===== src/rtl/keypad_scan_ctrl_pkg.sv =====
// Shared state encoding and sizing helpers for the keypad scanner and its event queue.
package keypad_scan_ctrl_pkg;

   typedef enum logic [1:0] {
      ST_SCAN = 2'd0,
      ST_DEB  = 2'd1,
      ST_HELD = 2'd2
   } scan_state_e;

   // Key code width: enough bits for row*COLS+col.
   function automatic int kw_f(input int rows, input int cols);
      return $clog2(rows * cols);
   endfunction

   // Counter width for values 0..n-1, never narrower than one bit.
   function automatic int cnt_w_f(input int n);
      return (n <= 2) ? 1 : $clog2(n);
   endfunction

endpackage


===== src/rtl/key_fifo.sv =====
// First-word-fall-through event queue: a write is visible on rd_dat one cycle later.
// wr_rdy drops only when full with no pop this cycle; a pop on an empty queue is ignored.
module key_fifo
   import keypad_scan_ctrl_pkg::*;
#(
   parameter int WIDTH = 4,
   parameter int DEPTH = 4
) (
   input  logic             fin,
   input  logic             rst_n,
   input  logic             wr_vld,
   output logic             wr_rdy,
   input  logic [WIDTH-1:0] wr_dat,
   output logic             rd_vld,
   input  logic             rd_rdy,
   output logic [WIDTH-1:0] rd_dat
);

   localparam int AW = cnt_w_f(DEPTH);

   logic [AW:0]      wp_q, wp_d;
   logic [AW:0]      rp_q, rp_d;
   logic [WIDTH-1:0] mem_q [DEPTH];
   logic [WIDTH-1:0] mem_d [DEPTH];
   logic             empty, full, push, pop;

   // Extra pointer bit separates the full and empty cases when the indices match.
   assign empty  = (wp_q == rp_q);
   assign full   = (wp_q[AW] != rp_q[AW]) && (wp_q[AW-1:0] == rp_q[AW-1:0]);
   assign pop    = rd_rdy && !empty;
   assign wr_rdy = !full || rd_rdy;
   assign push   = wr_vld && wr_rdy;
   assign rd_vld = !empty;
   assign rd_dat = mem_q[rp_q[AW-1:0]];

   always_comb begin
      mem_d = mem_q;
      wp_d  = wp_q;
      rp_d  = rp_q;
      if (push) begin
         mem_d[wp_q[AW-1:0]] = wr_dat;
         wp_d                = wp_q + (AW+1)'(1);
      end
      if (pop) begin
         rp_d = rp_q + (AW+1)'(1);
      end
   end

   always_ff @(posedge fin or negedge rst_n) begin
      if (!rst_n) begin
         wp_q <= '0;
         rp_q <= '0;
         for (int i = 0; i < DEPTH; i++) begin
            mem_q[i] <= '0;
         end
      end else begin
         wp_q  <= wp_d;
         rp_q  <= rp_d;
         mem_q <= mem_d;
      end
   end

endmodule


===== src/rtl/keypad_scan_ctrl.sv =====
// Matrix keypad scanner: divided scan tick, one-hot rows, debounced single-key press/release detection.
// Press pushed to the queue in the press_pls cycle (key_valid one cycle later); a full queue drops it and sets overflow.
module keypad_scan_ctrl
   import keypad_scan_ctrl_pkg::*;
#(
   parameter int  ROWS     = 4,
   parameter int  COLS     = 3,
   parameter int  DIV      = 8000,
   parameter int  DB_TICKS = 3,
   parameter int  DEPTH    = 4,
   localparam int KW       = kw_f(ROWS, COLS)
) (
   input  logic            fin,
   input  logic            rst_n,
   input  logic [COLS-1:0] colum,
   output logic [ROWS-1:0] scan,
   output logic [KW-1:0]   key_code,
   output logic            key_valid,
   input  logic            key_ready,
   output logic            pressed,
   output logic            press_pls,
   output logic            overflow
);

   localparam int DVW = cnt_w_f(DIV);
   localparam int RW  = cnt_w_f(ROWS);
   localparam int CIW = cnt_w_f(COLS);
   localparam int CW  = cnt_w_f(DB_TICKS + 1);

   logic [COLS-1:0] col_s1_q, col_s1_d;
   logic [COLS-1:0] col_s2_q, col_s2_d;
   logic [DVW-1:0]  div_q, div_d;
   scan_state_e     state_q, state_d;
   logic [RW-1:0]   row_q, row_d;
   logic [ROWS-1:0] scan_q, scan_d;
   logic [CW-1:0]   cnt_q, cnt_d;
   logic [COLS-1:0] lat_pat_q, lat_pat_d;
   logic [CIW-1:0]  lat_col_q, lat_col_d;
   logic            pressed_q, pressed_d;
   logic            press_pls_q, press_pls_d;
   logic [KW-1:0]   code_q, code_d;
   logic            overflow_q, overflow_d;

   logic            tick;
   logic [RW-1:0]   row_nxt;
   logic [CIW-1:0]  hit_col;
   logic [CIW-1:0]  acc_col;
   logic            accept;
   logic            push_rdy;

   assign tick    = (div_q == DVW'(DIV - 1));
   assign row_nxt = (row_q == RW'(ROWS - 1)) ? '0 : row_q + RW'(1);

   always_comb begin
      hit_col = '0;
      for (int c = 0; c < COLS; c++) begin
         if (col_s2_q[c]) hit_col = CIW'(c);
      end
   end

   always_comb begin
      col_s1_d    = colum;
      col_s2_d    = col_s1_q;
      div_d       = tick ? '0 : div_q + DVW'(1);
      state_d     = state_q;
      row_d       = row_q;
      cnt_d       = cnt_q;
      lat_pat_d   = lat_pat_q;
      lat_col_d   = lat_col_q;
      pressed_d   = pressed_q;
      press_pls_d = 1'b0;
      code_d      = code_q;
      accept      = 1'b0;
      acc_col     = lat_col_q;

      if (tick) begin
         case (state_q)
            ST_SCAN: begin
               // Zero or several columns (chord/ghost) both count as no key here.
               if ($countones(col_s2_q) == 1) begin
                  lat_pat_d = col_s2_q;
                  lat_col_d = hit_col;
                  acc_col   = hit_col;
                  cnt_d     = CW'(1);
                  if (DB_TICKS == 1) accept = 1'b1;
                  else               state_d = ST_DEB;
               end else begin
                  row_d = row_nxt;
               end
            end
            ST_DEB: begin
               if (col_s2_q == lat_pat_q) begin
                  if (int'(cnt_q) + 1 >= DB_TICKS) accept = 1'b1;
                  else                             cnt_d  = cnt_q + CW'(1);
               end else begin
                  state_d = ST_SCAN;
               end
            end
            ST_HELD: begin
               if (col_s2_q == '0) begin
                  if (int'(cnt_q) + 1 >= DB_TICKS) begin
                     pressed_d = 1'b0;
                     state_d   = ST_SCAN;
                     row_d     = row_nxt;
                     cnt_d     = '0;
                  end else begin
                     cnt_d = cnt_q + CW'(1);
                  end
               end else begin
                  cnt_d = '0;
               end
            end
            default: state_d = ST_SCAN;
         endcase
      end

      if (accept) begin
         state_d     = ST_HELD;
         cnt_d       = '0;
         pressed_d   = 1'b1;
         press_pls_d = 1'b1;
         code_d      = KW'(int'(row_q) * COLS + int'(acc_col));
      end

      scan_d     = ROWS'(1) << row_d;
      // The push happens while press_pls_q is high; a refused push is a lost key.
      overflow_d = overflow_q | (press_pls_q & ~push_rdy);
   end

   always_ff @(posedge fin or negedge rst_n) begin
      if (!rst_n) begin
         col_s1_q    <= '0;
         col_s2_q    <= '0;
         div_q       <= '0;
         state_q     <= ST_SCAN;
         row_q       <= '0;
         scan_q      <= ROWS'(1);
         cnt_q       <= '0;
         lat_pat_q   <= '0;
         lat_col_q   <= '0;
         pressed_q   <= 1'b0;
         press_pls_q <= 1'b0;
         code_q      <= '0;
         overflow_q  <= 1'b0;
      end else begin
         col_s1_q    <= col_s1_d;
         col_s2_q    <= col_s2_d;
         div_q       <= div_d;
         state_q     <= state_d;
         row_q       <= row_d;
         scan_q      <= scan_d;
         cnt_q       <= cnt_d;
         lat_pat_q   <= lat_pat_d;
         lat_col_q   <= lat_col_d;
         pressed_q   <= pressed_d;
         press_pls_q <= press_pls_d;
         code_q      <= code_d;
         overflow_q  <= overflow_d;
      end
   end

   key_fifo #(
      .WIDTH (KW),
      .DEPTH (DEPTH)
   ) u_key_fifo (
      .fin    (fin),
      .rst_n  (rst_n),
      .wr_vld (press_pls_q),
      .wr_rdy (push_rdy),
      .wr_dat (code_q),
      .rd_vld (key_valid),
      .rd_rdy (key_ready),
      .rd_dat (key_code)
   );

   assign scan      = scan_q;
   assign pressed   = pressed_q;
   assign press_pls = press_pls_q;
   assign overflow  = overflow_q;

endmodule


===== config.mk =====
export PLATFORM = sky130hd
export DESIGN_NAME = keypad_scan_ctrl
export DESIGN_NICKNAME = d
export VERILOG_FILES = /design/src/rtl/keypad_scan_ctrl_pkg.sv /design/src/rtl/key_fifo.sv /design/src/rtl/keypad_scan_ctrl.sv
export SDC_FILE = /design/constraint.sdc
export NUM_CORES = 1
export LEC_CHECK = 0
export CAP_MARGIN = 10
export CORE_ASPECT_RATIO = 2
export CORE_MARGIN = 8
export CORE_UTILIZATION = 54
export DETAILED_ROUTE_END_ITERATION = 12
export PLACE_DENSITY = 0.76
export SYNTH_ARGS = -nofsm -noshare
export SYNTH_HDL_FRONTEND = slang
export SYNTH_SLANG_ARGS = --single-unit
export TNS_END_PERCENT = 5

===== constraint.sdc =====
create_clock -name fin -period 3.06 [get_ports fin]
set_clock_uncertainty 0.2 [all_clocks]
set_input_delay 0.459 -clock fin [delete_from_list [all_inputs] [get_ports fin]]
set_output_delay 0.459 -clock fin [all_outputs]
set_load 0.05 [all_outputs]

==> metrics.md, run 1 <==
| Metric | Value |
|---|---|
| Vias in the first global route | 2264 |
| Final hold violations | 0 |
| Final ANT Viol Nets | 0 |
| Global-route wire length before repair | 10920 um |
| CTS clk-pin slew, worst paths | 0.06 ns |
| FF-to-FF End | code_q[2] |
| Layout cells sized above 1 | 0.2417 |
| Slew Viols, Final | 0 |
| Synth top area share | 0.4795 |
| Met3 Track Usage GR | 0.05444 |
| Register area | 0.001579 sq mm |
| Via density | 5.647 |
| Least-Margin Pin Slew | 0.6602 ns |
| Outcome | complete, but fails checks |
| Worst hold margin | 0.1444 ns |
| CP Launch Type | register |
| CTS tree | built |
| Synth warn | 0 |
| # nets final | 353 |
| Worst path cell trace | fa_1 > nand3b_1 > nor2_2 > nand2_2 > and2_4 > fa_1 > inv_1 > ha_2 > inv_1 > fa_1 > o21ai_1 |
| Core area | 0.005906 sq mm |
| Post-synthesis sequential area ratio | 0.4876 |
| Initial antenna violation count | 0 |
| Total clock buffers created by CTS | 9 |
| Total track usage | 0.1573 |
| Area Overhead vs Synth | 20.96% |
| Root Buffer | clkbuf_16 |
| CP Capture Point | code_q[2] |
| Peak Freq | 326.2 MHz |
| Pre-antenna DRT Iters | 4 |
| Critical Path RT | 3.07 ns |
| GPL Wtd Cong | 0.8506 |
| Die area | 0.008875 sq mm |
| Top cell type by total area after synthesis | dfrtp_1 |
| Period Utilization, post-route | 1.002 |
| Post-synth ARST share | 1.000 |
| Top-count cell post-synth | dfrtp_1 |
| Htree depth | 3 |
| Via Count | 2225 |
| GRT overflow | 0 |
| Worst Setup SP | col_s2_q[0] |
| Syn nets | 313 |
| Clock Path Buffers | 2 |
| Max incr delay on CP | 0.56 ns |
| Total power | 2.173 mW |
| Relative slew slack | 0.5598 |
| Peak supply drop | 0.3727 mV |
| Violated checks | negative setup slack |
| Buffers added on ports | 17 |
| DIE HEIGHT | 125.5 um |
| WL/cell | 16.14 um |
| Max-cap violations | 0 |
| Worst setup EP type | register |
| #FFs+latches synth | 63 |
| Final setup fails | 1 |
| Worst path slowest cell | fa_1 |
| Gr busiest metal | met2 |
| Clk_lat worst skew | 0.33 ns |
| Reg2reg start | col_s2_q[0] |
| Diodes inserted | 0 |
| Largest net degree at the start of global routing | 30 |
| DRC | 0 |
| Clock sink count | 63 |
| Crit Path Category | reg -> reg |
| Overall routed net length | 6361 um |
| Cell area after synthesis | 0.003236 sq mm |
| Yosys cell types | 51 |
| Power density over the cells | 555.3 mW/mm^2 |
| DR iter-0 viols | 213 |
| Dominant synthesized flop cell | dfrtp_1 |
| Unrepaired setup endpoints after global routing | true |
| Row cnt | 40 |
| Worst EP arrival | 3.07 ns |
| Slack of the critical path | -0.005600 ns |
| # IOs | 18 |
| Worst Hold Class | reg -> reg |
| Post-synth EDFFs | 0 |
| Pleak | 1.815 nW |
| Number of fillers in the final layout | 441 |
| Reg2reg setup slack | -0.006 ns |
| Post-synth top cells | 62 x dfrtp_1, 38 x nand2_1, 20 x mux2_2 |
| Min Tclk post-route | 3.066 ns |
| Multi-input logic area | 0.001589 sq mm |
| Synth top area cells | dfrtp_1 48%, ha_1 7.0%, mux2_2 7.0%, nand2_1 4.4%, xnor2_1 3.0% |
| Starting Density | 0.5479 |
| Die width | 70.74 um |
| Final HPWL DP | 4407 um |
| Most frequent CP cell | fa_1 |
| GRT met2 Usage | 0.2430 |
| Post-Syn Area per Cell | 11.31 sq um |
| Number of cells on the worst reg-to-reg path | 11 |
| Worst Path Max Fanout | 3 |
| Synth Instances | 286 |
| Met1 Use GR | 0.1884 |
## layout make-up
cell class / count / share of cell area
Multi-Input combinational cell: 205 / 0.4060
Clock buffer: 9 / 0.05754
Clock inverter: 7 / 0.02494
Timing Repair Buffer: 34 / 0.07545
Sequential cell: 63 / 0.4035
Tap cell: 63 / 0.02014
Inverter: 13 / 0.01247
## cells in the final DEF, fill, tap and decap left out, types with 2 or more instances in the layout
master	netlist	final
a21oi_1	8	8
buf_4	0	16
xnor2_1	11	11
bufinv_16	0	2
nand4b_1	2	2
clkbuf_16	0	9
or2_2	3	3
ha_1	18	17
nor4_1	2	2
o21ai_0	14	13
xor2_1	7	7
nand3_1	9	9
clkinv_4	0	2
a221o_1	3	3
and3_2	4	4
o211ai_1	2	2
and3_1	2	2
nand4_1	4	4
a31oi_1	2	2
nand2_1	38	37
nor3_1	4	4
nor2_1	17	16
a22oi_1	2	2
mux2_2	20	20
nor2b_1	2	2
inv_1	13	13
dfrtp_1	62	61
fa_1	3	3
and2_2	2	2
mux4_2	4	4
clkdlybuf4s50_1	0	16
clkinvlp_4	0	2
## metal layers
metal / share of wire / wire length (um)
met4: 0.022 / 139
met3: 0.045 / 288
met2: 0.49 / 3111
met1: 0.44 / 2820
met5: 0 / 0
## flip-flops by register name, indices dropped and copies added, names as in the netlist
signal            cells
div_q                13
code_q                4
lat_col_q             2
scan                  4
u_key_fifo.wp_q       3
row_q                 2
press_pls             1
col_s2_q              3
state_q               2
col_s1_q              3
lat_pat_q             3
pressed               1
overflow              1
u_key_fifo.mem_q     16
cnt_q                 2
u_key_fifo.rp_q       3
## repair_timing
| action | 4_1_cts | 5_1_grt |
|---|---|---|
| pin swaps | 3 | 5 |
| hold endpoints to repair | 27 | 0 |
| setup endpoints to repair | 1 | 2 |
| resized for setup | 1 | 3 |
| buffers inserted | 3 | 1 |
| hold buffers | 1 | 0 |
## worst min path at each step
stage / from / endpoint / slack (ns) / cells after the start
floorplan: rst_n / cnt_q[0] / -0.04 / 0
global placement: col_s1_q[2] / col_s2_q[2] / 0.13 / 0
detailed placement: col_s1_q[2] / col_s2_q[2] / 0.13 / 0
CTS: col_s1_q[2] / col_s2_q[2] / 0.15 / 0
global route: col_s1_q[2] / col_s2_q[2] / 0.16 / 0
finish: col_s1_q[1] / col_s2_q[1] / 0.14 / 0
## per-stage QoR
step / std cells / utilization / instance area, sq um / TNS [ns] / setup slack, ns
after global placement: 373 / 0.6000 / 3543 / -0.02229 / -0.02229
after CTS: 393 / 0.6602 / 3899 / 0 / 0.001285
after detailed placement: 373 / 0.6000 / 3543 / -0.07726 / -0.07726
final: 394 / 0.6627 / 3914 / -0.005600 / -0.005600
after global routing: 394 / 0.6627 / 3914 / -0.2417 / -0.1272
after floorplan: 286 / - / 3247 / 0 / 0.008214
## cell families after synthesis
logic type | synth area share
and+or+nand+nor | 0.1694
xor gates and xnor gates | 0.04872
muxes | 0.1005
DFF | 0.4876
adders and majority gates | 0.08817
AOI/OAI and AO/OA | 0.07889
buffers and inverters | 0.02668
## critical path: cells and delay by family, from the launching register on
family / cells / cell delay, ns
adder cells (fa/ha/maj): 4 / 1.61
AND/OR/NAND/NOR: 4 / 0.55
flip-flops: 1 / 0.41
buffers and inverters: 2 / 0.11
AO/OA/AOI/OAI: 1 / 0.05
## report_power, final
| part | total (mW) | leakage, nW | switching, mW | internal (mW) |
|---|---|---|---|---|
| clock | 1.09 | 0.152 | 0.373 | 0.713 |
| sequential | 0.913 | 0.830 | 0.0539 | 0.859 |
| combinational | 0.174 | 0.833 | 0.0846 | 0.0897 |
Power figures use the tool's default switching activity.
==> run 2, diff against run 1 <==
Settings changed: CORE_UTILIZATION 54 to 59, CTS_CLUSTER_SIZE from default to 24, PLACE_DENSITY 0.76 to 0.79.
Clock period 3.06 ns to 3.2 ns, I/O delays scaled along.
==> run 2 against run 1 <==
  * Fmax up 0.85%
  * The flow now finishes without violations
  * Critical endpoint unchanged
  * Sequential share of layout area up 2.6 points
  * Sequential power down 4.2%
  * Setup slack better by 0.17 ns
  * Final cell count down 3.0%
  * Combinational power down 6%
  * First-iteration DRC count down 61%
  * Utilization up 2.1 points
  * Worst hold slack worse by 0.041 ns
==> metrics.md, run 2 (synthesis results as in run 1) <==
| Metric | Value |
|---|---|
| Clock Path Buffers | 2 (unchanged) |
| Overall routed net length | 6157 um (-3.2%) |
| Die area | 0.008254 sq mm (-7.0%) |
| Max FFs per register | 16 (unchanged) |
| Clock sink count | 63 (unchanged) |
| # nets final | 347 (-1.7%) |
| Critical Path RT | 3.26 ns (+0.19 ns) |
| Slack of the critical path | 0.1603 ns (+0.1659 ns) |
| Row cnt | 38 (-5.0%) |
| Global-route wire length before repair | 10240 um (-6.2%) |
| Outcome | finished, final reports clean |
| Initial antenna violation count | 0 (unchanged) |
| Power density over the cells | 434.6 mW/mm^2 (-22%) |
| Post-Place Setup Slack | 0.07455 ns (+0.1518 ns) |
| WL/cell | 16.12 um (-0.17%) |
| Via density | 5.725 (+1.4%) |
| Worst hold margin | 0.1035 ns (-0.04089 ns) |
| Htree depth | 3 (unchanged) |
| Peak Freq | 329.0 MHz (+0.85%) |
| CP Launch Type | register |
| Peak supply drop | 0.4371 mV (+17%) |
| Most common cell after layout, fill and taps aside | dfrtp_1 |
| Least-Margin Pin Slew | 0.7782 ns (+0.1180 ns) |
| Area Overhead vs Synth | 13.57% |
| Vias in the first global route | 2249 (-0.66%) |
| Slew Viols, Final | 0 (unchanged) |
| Relative slew slack | 0.4812 (-0.07865) |
| # hold bufs at CTS | 0 (-1) |
| Max-cap violations | 0 (unchanged) |
| Core Util, Final | 0.6840 (+0.02127) |
| Post-Route Setup TNS | 0 ns (+0.005600 ns) |
| Worst Hold Class | in -> async |
| Worst setup EP type | register |
| DIE HEIGHT | 120.7 um (-3.8%) |
| Multi-input logic area | 0.001574 sq mm (-0.94%) |
| Biggest register | u_key_fifo.mem_q |
| Final HPWL DP | 4623 um (+4.9%) |
| Register area | 0.001578 sq mm (about the same) |
| Period Utilization, post-route | 0.9499 (-0.05194) |
| GRT overflow | 0 (unchanged) |
| Worst EP arrival | 3.10 ns (+0.03 ns) |
| Min Tclk post-route | 3.040 ns (-0.02595 ns) |
| Buffers added on ports | 17 (unchanged) |
| Clk_lat worst skew | 0.34 ns (about the same) |
| Final non-filler cell total | 382 (-3.0%) |
| Pleak | 1.711 nW (-5.7%) |
| Largest net degree at the start of global routing | 64 (+110%) |
| DRC | 0 (unchanged) |
| Via Count | 2187 (-1.7%) |
| Root Buffer | clkbuf_8 |
| Worst Path Max Fanout | 3 (unchanged) |
| Dpl cells | 367 (-1.6%) |
| DR iter-0 viols | 84 (-61%) |
| Top flop regs | u_key_fifo.mem_q: 16 flops, div_q: 13 flops |
| Most frequent cells in the layout | 62 x dfrtp_1, 38 x nand2_1, 20 x mux2_2, 18 x ha_1 |
| Final setup fails | 0 (-1) |
| Pre-antenna DRT Iters | 4 (unchanged) |
| Layout cells sized above 1 | 0.2050 (-0.03672) |
| GPL Wtd Cong | 0.8052 (-5.3%) |
| Starting Density | 0.6022 (+0.05435) |
| Crit Path Category | reg -> reg |
| # IOs | 18 (unchanged) |
| Final hold violations | 0 (unchanged) |
| Total clock buffers created by CTS | 9 (unchanged) |
| Final ANT Viol Nets | 0 (unchanged) |
| Diodes inserted | 0 (unchanged) |
| Number of fillers in the final layout | 433 (-1.8%) |
| Total power | 1.597 mW (-27%) |
| Total track usage | 0.1671 (+0.009805) |
| Placed cell areas | 0.003506 sq mm (-1.1%) |
| Design area | 0.003675 sq mm (-6.1%) |
| CTS clk-pin slew, worst paths | 0.06 ns (about the same) |
| Die width | 68.37 um (-3.4%) |
| CTS tree | built |
| Core area | 0.005373 sq mm (-9.0%) |
-- run 2: changes by cell type in the layout (fill, tap and decap cells not counted), moves of 2 or more --
| cell | previous run | this run |
|---|---|---|
| buf_4 | 16 | 11 |
| clkbuf_8 | 0 | 10 |
| bufinv_16 | 2 | 0 |
| clkinv_4 | 2 | 0 |
| clkbuf_16 | 9 | 0 |
| clkinvlp_4 | 2 | 0 |
-- run 2: worst max-delay path: stages (launching register included) --
cell and delay (ns):
dfrtp_1 0.40, fa_1 0.56, nand3b_1 0.13, nor2_2 0.12, nand2_1 0.09, and2_1 0.17, fa_1 0.48, inv_1 0.04
ha_1 0.18, inv_1 0.06, fa_1 0.40, o21ai_1 0.13
-- run 2: cell type report --
cell class                      count  share of cell area
Tap cell                           60             0.02043
Timing Repair Buffer               28             0.06742
Multi-Input combinational cell    205              0.4283
Sequential cell                    63              0.4293
Clock buffer                       11             0.03847
Clock inverter                      2            0.002724
Inverter                           13             0.01328
-- run 2: power by group --
part | switching, mW | leakage [nW] | internal (mW)
registers | 0.0540 | 0.831 | 0.821
logic | 0.0821 | 0.798 | 0.0812
clock network | 0.273 | 0.0809 | 0.286
total | 0.409 | 1.71 | 1.19
-- run 2: path summary, 6_finish.rpt --
kind	from	endpoint	slack (ns)	cells past startpoint
hold / removal	rst_n	u_key_fifo.wp_q[0]	0.10	2
setup reg to reg	col_s2_q[2]	code_q[2]	0.16	11
max in group asynchronous	rst_n	row_q[0]	2.19	2
setup / recovery	col_s2_q[2]	code_q[2]	0.16	11
min in group fin	col_s1_q[0]	col_s2_q[0]	0.15	0
hold reg to reg	col_s1_q[0]	col_s2_q[0]	0.15	0
-- run 2: metal layers --
metal	vias up	part of all wire	track usage
met5	-	0	0
met1	1070	0.37	0.1617
met2	35	0.56	0.2953
met3	15	0.033	0.05005
li1	1067	-	-
met4	0	0.031	0.09290
-- run 2: what timing repair did --
action,4_1_cts,5_1_grt
endpoints found under the setup margin,0,1
setup buffers,0,2
gates resized for setup,0,2
==> run 3, diff against run 2 <==
Settings changed: ABC_AREA from default to 1, CORE_MARGIN 8 to 3, CTS_CLUSTER_SIZE 24 to 12.
==> run 3 against run 2 <==
  * Non-clock buffer count down 3
  * Sequential share of layout area up 0.57 points
  * Die area down 24%
  * Utilization up 2.2 points
  * Sequential power down 8.2%
==> metrics.md, run 3 <==
| Metric | Value |
|---|---|
| Post-Syn Area per Cell | 8.987 sq um (-21%) |
| Total clock buffers created by CTS | 9 (unchanged) |
| Sequential Power Share | 0.547 (about the same) |
| Htree depth | 3 (unchanged) |
| Synth top area share | 0.4932 (+0.01373) |
| Peak supply drop | 0.4738 mV (+8.4%) |
| Via density | 5.322 (-7.0%) |
| Worst path slowest cell | fa_1 |
| Biggest register | u_key_fifo.mem_q |
| Via Count | 2379 (+8.8%) |
| Largest delay contributor family on the critical path | adder cells |
| Die width | 57.63 um (-16%) |
| Clock Path Buffers | 2 (unchanged) |
| Final non-filler cell total | 447 (+17%) |
| Post-Route Setup TNS | 0 ns (unchanged) |
| GPL Wtd Cong | 0.8328 (+3.4%) |
| Worst hold margin | 0.09590 ns (-0.007641 ns) |
| Top cell type by total area after synthesis | dfrtp_1 |
| # IOs | 18 (unchanged) |
| Post-synth ARST share | 1.000 (unchanged) |
| Period Utilization, post-route | 0.9911 (+0.04122) |
| Post-synthesis sequential area ratio | 0.5016 (+0.01397) |
| Synth top area cells | dfrtp_1 49%, nand2_1 8.7%, ha_1 7.2%, inv_1 6.2%, o21ai_0 5.9% |
| Pint | 1.141 mW (-4.0%) |
| Core area | 0.005139 sq mm (-4.4%) |
| Post-synth EDFFs | 0 (unchanged) |
| Sw Ratio | 0.2226 (-0.03336) |
| Overall routed net length | 6144 um (-0.21%) |
| Syn nets | 377 (+20%) |
| Top flop regs | u_key_fifo.mem_q: 16 flops, div_q: 13 flops |
| # hold bufs at CTS | 0 (unchanged) |
| Global-route wire length before repair | 10520 um (+2.7%) |
| Starting Density | 0.6121 (+0.009890) |
| Crit Path Category | reg -> reg |
| Root Buffer | clkbuf_8 |
| Area Overhead vs Synth | 15.39% |
| Largest net degree at the start of global routing | 64 (unchanged) |
| DIE HEIGHT | 109.3 um (-9.5%) |
| Peak Freq | 315.3 MHz (-4.2%) |
| Die area | 0.006297 sq mm (-24%) |
| #FFs+latches synth | 63 (unchanged) |
| Unrepaired setup endpoints after global routing | true |
| Final hold violations | 0 (unchanged) |
| Final HPWL DP | 4367 um (-5.5%) |
| Buffers added on ports | 17 (unchanged) |
| Post-synth top cells | 73 x nand2_1, 62 x dfrtp_1, 52 x inv_1 |
| Comb power frac | 0.037 (-0.065) |
| Slew Viols, Final | 0 (unchanged) |
| GRT overflow | 0 (unchanged) |
| Vias in the first global route | 2439 (+8.4%) |
| CP Launch Type | register |
| Dominant synthesized flop cell | dfrtp_1 |
| Outcome | finished, final reports clean |
| Clock power share | 0.415 (+0.065) |
| Initial antenna violation count | 0 (unchanged) |
| Total track usage | 0.2215 (+0.05436) |
| Least-Margin Pin Slew | 0.7539 ns (-0.02433 ns) |
| # nets final | 411 (+18%) |
| Cell area after synthesis | 0.003146 sq mm (-2.8%) |
| Most common cell after layout, fill and taps aside | nand2_1 |
| Worst Path Max Fanout | 6 (+3) |
| Critical Path RT | 3.21 ns (-0.05 ns) |
| Max incr delay on CP | 0.58 ns (+0.02 ns) |
| Pleak | 1.848 nW (+8.0%) |
| WL/cell | 13.74 um (-15%) |
| CTS clk-pin slew, worst paths | 0.07 ns (about the same) |
| CTS tree | built |
| Power density over the cells | 404.2 mW/mm^2 (-7.0%) |
| Clk_lat worst skew | 0.33 ns (about the same) |
| Number of fillers in the final layout | 410 (-5.3%) |
| Worst EP arrival | 3.18 ns (+0.08 ns) |
| Final setup fails | 0 (unchanged) |
| Worst Hold Class | in -> async |
| Buf/Inv on CP | 4 (+2) |
| Max-cap violations | 0 (unchanged) |
| Relative slew slack | 0.4974 (+0.01622) |
| Min Tclk post-route | 3.172 ns (+0.1319 ns) |
| Most frequent cells in the layout | 70 x nand2_1, 61 x dfrtp_1, 48 x inv_1, 35 x o21ai_0, 29 x nor2_1 |
| Top-count cell post-synth | nand2_1 |
| Layout cells sized above 1 | 0.1465 (-0.05844) |
| Pre-antenna DRT Iters | 5 (+1) |
| Worst path cell trace | fa_1 > inv_2 > nor2_4 > nand2_4 > nor2_8 > nand2_2 > nand2_2 > inv_2 > fa_1 > inv_1 > ha_2 > inv_2 > fa_1 > o21ai_1 |
| Synth Instances | 350 (+22%) |
| Synth warn | 0 (unchanged) |
| Final ANT Viol Nets | 0 (unchanged) |
| Worst setup EP type | register |
| Yosys cell types | 31 (-39%) |
| Dpl cells | 427 (+16%) |
| Diodes inserted | 0 (unchanged) |
| Max FFs per register | 16 (unchanged) |
| DRC | 0 (unchanged) |
| Clock sink count | 63 (unchanged) |
| DR iter-0 viols | 94 (+12%) |
| Row cnt | 37 (-2.6%) |
| NetSw | 0.3266 mW (-20%) |
## run 3: worst reg2reg max path, cell delays in order, from the launching register on
cell and delay [ns]:
dfrtp_1 0.41, fa_1 0.58, inv_2 0.06, nor2_4 0.13, nand2_4 0.08, nor2_8 0.12
nand2_2 0.08, nand2_2 0.07, inv_2 0.04, fa_1 0.47, inv_1 0.07, ha_2 0.16
inv_2 0.04, fa_1 0.49, o21ai_1 0.05
## run 3: cell families (layout without fill, tap and decap cells)
kind of cell    Yosys count  count (layout)  synth area share
buf+inv                  57              96           0.07319
flops                    63              63            0.5016
fa+ha+maj                21              21           0.09069
simple gates            145             145            0.2144
compound gates           55              55           0.09507
xor+xnor                  9               9           0.02506
## run 3: routing by layer
metal | track usage | vias to the layer above | routed length (um)
met2 | 0.4029 | 40 | 3474
met4 | 0.1310 | 0 | 174
met1 | 0.2214 | 1154 | 2303
met3 | 0.04976 | 10 | 192
met5 | 0 | - | 0
li1 | - | 1175 | -
## run 3: layout make-up
class	count	area, sq um	area share
inverters	55	207.7	0.05722
flip-flops and latches	63	1579	0.4350
well taps	58	72.57	0.01999
clock buffers	13	158.9	0.04378
multi-input cells	230	1369	0.3771
repair buffers	25	225.2	0.06205
clock inverters	3	17.52	0.004826
## run 3: through the flow
| step | total power [mW] | utilization | area [sq um] | worst slack [ns] |
|---|---|---|---|---|
| final | 1.467 | 0.7064 | 3630 | 0.02846 |
| after global routing | 1.528 | 0.7064 | 3630 | -0.09792 |
| after CTS | 1.482 | 0.6966 | 3580 | 0.01295 |
| after detailed placement | 0.8618 | 0.6598 | 3391 | -0.02249 |
| after global placement | 0.8604 | 0.6598 | 3391 | 0.08928 |
| after floorplan | 0.8332 | - | 3146 | 0.1392 |
## run 3: power by group through the flow
stage                     registers, mW  clock network [mW]  logic, mW
after floorplan                   0.818                   0     0.0153
after global placement            0.817                   0     0.0432
after detailed placement          0.818                   0     0.0441
after CTS                         0.803               0.631     0.0480
after global routing              0.803               0.664     0.0606
final                             0.803               0.609     0.0546
## run 3: what timing repair did
item | 4_1_cts | 5_1_grt
pin swaps | 0 | 9
setup buffers | 1 | 3
setup endpoints to repair | 1 | 2
resized for setup | 2 | 13
## run 3: final timing paths
check,end,slack [ns],cells past startpoint,startpoint
hold reg to reg,col_s2_q[0],0.16,0,col_s1_q[0]
max in group asynchronous,col_s2_q[2],2.18,2,rst_n
hold / removal,u_key_fifo.mem_q[2],0.1,2,rst_n
setup reg to reg,code_q[2],0.03,14,col_s2_q[1]
setup / recovery,code_q[2],0.03,14,col_s2_q[1]
min in group fin,col_s2_q[0],0.16,0,col_s1_q[0]
